`config.mk`:
```
export PLATFORM = sky130hd
export DESIGN_NAME = sfp_acc
export DESIGN_NICKNAME = d
export VERILOG_FILES = /design/src/rtl/corelet_pkg.sv /design/src/rtl/sfp_lane.sv /design/src/rtl/sfp_acc.sv
export SDC_FILE = /design/constraint.sdc
export NUM_CORES = 2
export LEC_CHECK = 0
export ABC_CLOCK_PERIOD_IN_PS = 9060
export CAP_MARGIN = 40
export CORE_ASPECT_RATIO = 0.7
export CORE_MARGIN = 2
export CORE_UTILIZATION = 39
export DETAILED_ROUTE_END_ITERATION = 12
export GPL_TIMING_DRIVEN = 1
export HOLD_SLACK_MARGIN = 0.03
export PLACE_DENSITY = 0.63
export SLEW_MARGIN = 15
export SYNTH_ARGS = -nofsm -noshare
export SYNTH_HDL_FRONTEND = slang
export SYNTH_SLANG_ARGS = --single-unit
```
`constraint.sdc`:
```
create_clock -name clk -period 9.06 [get_ports clk]
set_input_delay 1.359 -clock clk [delete_from_list [all_inputs] [get_ports clk]]
set_output_delay 1.359 -clock clk [all_outputs]
set_load 0.02 [all_outputs]
```
`src/rtl/corelet_pkg.sv`:
```
// corelet_pkg: shared corelet types and lane arithmetic
// State encoding for the SFP stages and a width-generic saturating add.
package corelet_pkg;

    typedef enum logic [1:0] {IDLE, ACC, DRAIN} state_t;

    // Operands arrive sign-extended to 32 bits; the result is clamped to a signed w-bit range.
    function automatic logic signed [31:0] sat_add(input logic signed [31:0] a,
                                                   input logic signed [31:0] b,
                                                   input int w);
        logic signed [32:0] s, hi, lo;
        s  = 33'(a) + 33'(b);
        hi = (33'sd1 <<< (w - 1)) - 33'sd1;
        lo = -(33'sd1 <<< (w - 1));
        return s > hi ? hi[31:0] : (s < lo ? lo[31:0] : s[31:0]);
    endfunction

endpackage

```
`src/rtl/sfp_lane.sv`:
```
// sfp_lane: one lane of saturating accumulate and ReLU
module sfp_lane import corelet_pkg::*; #(
    parameter int psum_bw = 16
) (
    input  logic signed [psum_bw-1:0] acc,
    input  logic signed [psum_bw-1:0] add,
    input  logic                      relu,
    output logic signed [psum_bw-1:0] sum,
    output logic signed [psum_bw-1:0] result
);

    always_comb begin
        sum    = psum_bw'(sat_add(32'(acc), 32'(add), psum_bw));
        result = relu && acc[psum_bw-1] ? '0 : acc;
    end

endmodule

```
`src/rtl/sfp_acc.sv`:
```
// sfp_acc: accumulates kij passes of nij psum vectors, then drains them with optional ReLU
module sfp_acc import corelet_pkg::*; #(
    parameter int col     = 8,
    parameter int psum_bw = 16,
    parameter int nij     = 16,
    parameter int kij     = 9
) (
    input  logic                     clk,
    input  logic                     reset,
    input  logic                     start,
    input  logic                     relu_en,
    input  logic                     in_valid,
    output logic                     in_ready,
    input  logic [psum_bw*col-1:0]   in_data,
    output logic                     out_valid,
    input  logic                     out_ready,
    output logic [psum_bw*col-1:0]   out_data,
    output logic [$clog2(nij)-1:0]   out_idx,
    output logic                     busy,
    output logic                     done
);

    localparam int NW = $clog2(nij);
    localparam int KW = kij > 1 ? $clog2(kij) : 1;

    state_t                 state;
    logic [NW-1:0]          nij_cnt;
    logic [KW-1:0]          kij_cnt;
    logic                   relu_q;
    logic [psum_bw*col-1:0] acc_buf [nij];
    logic [psum_bw*col-1:0] cur, sum, relu_out;
    logic                   in_fire, out_fire, last_n, last_k;

    assign cur       = acc_buf[nij_cnt];
    assign in_ready  = state == ACC;
    assign out_valid = state == DRAIN;
    assign busy      = state != IDLE;
    assign in_fire   = in_valid & in_ready;
    assign out_fire  = out_valid & out_ready;
    assign last_n    = nij_cnt == NW'(nij - 1);
    assign last_k    = kij_cnt == KW'(kij - 1);
    assign out_data  = out_valid ? relu_out : '0;
    assign out_idx   = out_valid ? nij_cnt : '0;

    for (genvar l = 0; l < col; l++) begin : g_lane
        sfp_lane #(.psum_bw(psum_bw)) u_lane (
            .acc   (cur[l*psum_bw +: psum_bw]),
            .add   (in_data[l*psum_bw +: psum_bw]),
            .relu  (relu_q),
            .sum   (sum[l*psum_bw +: psum_bw]),
            .result(relu_out[l*psum_bw +: psum_bw])
        );
    end

    // The first pass overwrites, so the buffer never needs a clear cycle.
    always_ff @(posedge clk)
        if (in_fire) acc_buf[nij_cnt] <= kij_cnt == '0 ? in_data : sum;

    always_ff @(posedge clk or negedge reset) begin
        if (!reset) begin
            state   <= IDLE;
            nij_cnt <= '0;
            kij_cnt <= '0;
            relu_q  <= 1'b0;
            done    <= 1'b0;
        end else begin
            done <= 1'b0;
            case (state)
                IDLE: if (start) begin
                    state   <= ACC;
                    relu_q  <= relu_en;
                    nij_cnt <= '0;
                    kij_cnt <= '0;
                end
                ACC: if (in_fire) begin
                    nij_cnt <= last_n ? '0 : nij_cnt + 1'b1;
                    if (last_n) begin
                        kij_cnt <= last_k ? '0 : kij_cnt + 1'b1;
                        if (last_k) state <= DRAIN;
                    end
                end
                DRAIN: if (out_fire) begin
                    nij_cnt <= last_n ? '0 : nij_cnt + 1'b1;
                    if (last_n) begin
                        state <= IDLE;
                        done  <= 1'b1;
                    end
                end
                default: state <= IDLE;
            endcase
        end
    end

endmodule

```
==> reports/metrics.csv <==
stage,metric,value,unit
status,status,finished clean,
critical_path,Reg2Reg Capture Point,acc_buf[3][66],
die,I/O pin total,270,
detailed_routing,First-pass DRT Iterations,6,
timing,number of setup violations in the final report,0,
placed_design,Placed Area,94000,um2
cts,post_cts resized,0,
final_layout,"most common cell after layout, fill and taps aside",edfxtp_1,
timing,post-layout min period,6740,ps
yosys,Yosys top cell area share,71.2,%
yosys,Mapped Area,86400,um2
critical_path,CP Capture Type,output port,
placed_design,Placed Instances,7464,
critical_path,Reg2Reg Depth,16,
final_layout,Fill cells,18300,
final_layout,Nets,5031,
critical_path,Critical Path AT,5380,ps
critical_path,Worst EP required,7700,ps
critical_path,WS Path Type,register to output port,
global_routing,first-pass GRT wire length,315,mm
critical_path,worst-path fanout max,77,
yosys,number of synthesized flops with an enable pin,2048,
timing,clk_skew,42.5,ps
timing,Slew HR,35.0,%
pwr,Cell Pwr Density,338,nW/um2
yosys,Cells after Synth,4287,
cts,# H-tree levels,4,
timing,Final Hold Vio Count,0,
timing,Worst Tran Pin Value,975,ps
cts,clk_lat worst skew,840,ps
yosys,register area share after synthesis,71.5,%
timing,period utilization,74.4,%
detailed_routing,Final ANT Viol Nets,0,
hold_path,HP Start,kij_cnt[2],
timing,Slew Limit Fails,0,
cts,Max Buffers Root-to-Sink,4,
detailed_routing,vias per cell,5.73,
placed_design,hpwl dp,128,mm
detailed_routing,drt wl/cell,28.0,um
cts,CTS Buf Count,195,
detailed_routing,DRT Wirelength,219,mm
critical_path,Reg2Reg Launch Point,nij_cnt[0],
die,core area,220000,um2
yosys,Main synth FF type,edfxtp_1,
yosys,mean area per synthesized cell,20.2,um2
global_routing,overflow left after global routing,0,
timing,Max Fclk,148,MHz
cts,Clock Tree Root,clkbuf_16,
global_routing,initial antenna violation count,6,
detailed_routing,Vias,44800,
die,Die ar.,225000,um2
critical_path,FF-to-FF setup slack,2470,ps
hold_path,hold crit path type,register to register,
final_layout,Layout Cells excl Fill,7818,
die,Die Span Y,398,um
detailed_routing,Detailed Route Iter0 Violations,5017,
run,max-cap violation count,0,
critical_path,Worst setup SP type,register,
global_routing,number of global-route vias before repair,44700,
pwr,Worst VDD drop,0.168,mV
die,Die X,567,um
timing,RSZ-0062 raised after global routing,false,
hold_path,Hold Path End,kij_cnt[2],
die,Initial Utilization,39.3,%
yosys,cell taking the most area after synthesis,edfxtp_1,
yosys,Synth Net Count,4568,
yosys,synth unique cells,81,
yosys,asr flop ratio synth,0.583,%
placed_design,pre-CTS setup slack,2480,ps
final_layout,share of cells above drive strength 1,24.0,%
final_layout,Synth-to-Final Area Change,16.2,%
cts,# hold bufs at CTS,0,
final_layout,most frequent cells in the layout,"edfxtp_1, mux4_2, clkdlybuf4s50_1",
placed_design,GP Congestion,0.841,
cts,clk slew on worst S/H paths,60,ps
global_routing,largest net degree at the start of global routing,124,
final_layout,final instance area,100000,um2
timing,setup TNS,0,ps
cts,CTS tree,yes,
pwr,Lkg Pwr,31.6,nW
placed_design,IO buf count,269,
global_routing,total track usage,19.2,%
cts,clock sink count,2060,
cts,postcts setup bufs,0,
detailed_routing,DRC Markers,0,
yosys,YS warnings,0,
critical_path,Critical path origin,nij_cnt[0],
yosys,Yosys reg bits,2060,
yosys,ranking of synthesized cells by area,"edfxtp_1, mux4_2, ha_1",
timing,fin worst setup slack,2320,ps
die,cell row count,144,
hold_path,Hold Crit Depth,1,
-- power by group --
group          internal, W  switching, W  total, W  leakage (nW)
clock network      0.00470       0.00352   0.00823          3.08
logic              0.00492       0.00749    0.0124          9.97
registers           0.0132      0.000212    0.0134          18.6
-- stage by stage --
stage                     power [W]  hold slack, ps  util, %
after detailed placement     0.0260             524     42.7
after global placement       0.0256             520     42.4
after global routing         0.0357             549     45.6
final                        0.0340             545     45.6
after CTS                    0.0342             539     45.6
after floorplan              0.0219             496        -
-- flip-flops by register name, summed over array words and instances, names as in the netlist --
name	count
nij_cnt	4
state	2
done	1
acc_buf	2048
kij_cnt	4
relu_q	1
-- logic make-up after synthesis --
logic type	after synthesis	share of synthesized area [%]
adders and majority gates	164	2.39
DFF	2060	71.5
and+or+nand+nor	554	3.26
xor gates and xnor gates	89	0.902
buffers and inverters	266	1.20
muxes	647	16.8
AOI/OAI and AO/OA	507	3.98
-- synthesized netlist by cell type, drive strengths merged (14+ instances only) --
| cell type | n |
|---|---|
| nand3 | 29 |
| buf | 77 |
| a221o | 20 |
| clkbuf | 119 |
| a21oi | 134 |
| and2 | 149 |
| ha | 139 |
| and3 | 20 |
| xnor2 | 56 |
| a21o | 47 |
| a211oi | 24 |
| o21ai | 102 |
| mux4 | 640 |
| xor2 | 33 |
| a31oi | 26 |
| o31ai | 21 |
| o21a | 22 |
| nor3 | 26 |
| maj3 | 17 |
| o22a | 14 |
| inv | 70 |
| edfxtp | 2048 |
| nand2 | 125 |
| nor2 | 130 |
| nor2b | 20 |
| o211ai | 15 |
-- worst max-delay path by stage --
stage	endpoint	slack, ps	cells after the start
2_1_floorplan	acc_buf[15][0]	1680	2
3_3_place_gp	acc_buf[8][108]	2340	12
3_5_place_dp	acc_buf[2][66]	2480	15
4_1_cts	out_data[43]	2200	6
5_1_grt	out_data[43]	2000	6
6_report	out_data[43]	2320	6
-- per-layer routing --
metal | track usage [%] | part of all wire (%) | wire, um
met1 | 27.2 | 42 | 92600
met2 | 30.1 | 47 | 103000
met3 | 3.65 | 7.7 | 16900
met4 | 5.84 | 3.0 | 6590
met5 | 0 | 0 | 0
-- critical path, cell delays in order, from the launching register on --
cell and delay, ps:
dfrtp_4 940, buf_12 520, mux4_2 590, mux4_2 590
a21oi_2 710, and2_1 380, clkdlybuf4s50_1 660
-- area by class of cell --
cell class	instances	area (um2)	share of cell area, %
clock buffer	223	5050	5.02
timing repair buffer	462	4730	4.70
clock inverter	119	1260	1.25
tap	2920	3650	3.64
sequential	2060	61800	61.5
multi-input combinational	1961	23700	23.6
inverter	70	263	0.262
antenna	3	7.51	0.00747
No activity file was read; power rests on OpenSTA's default activity.
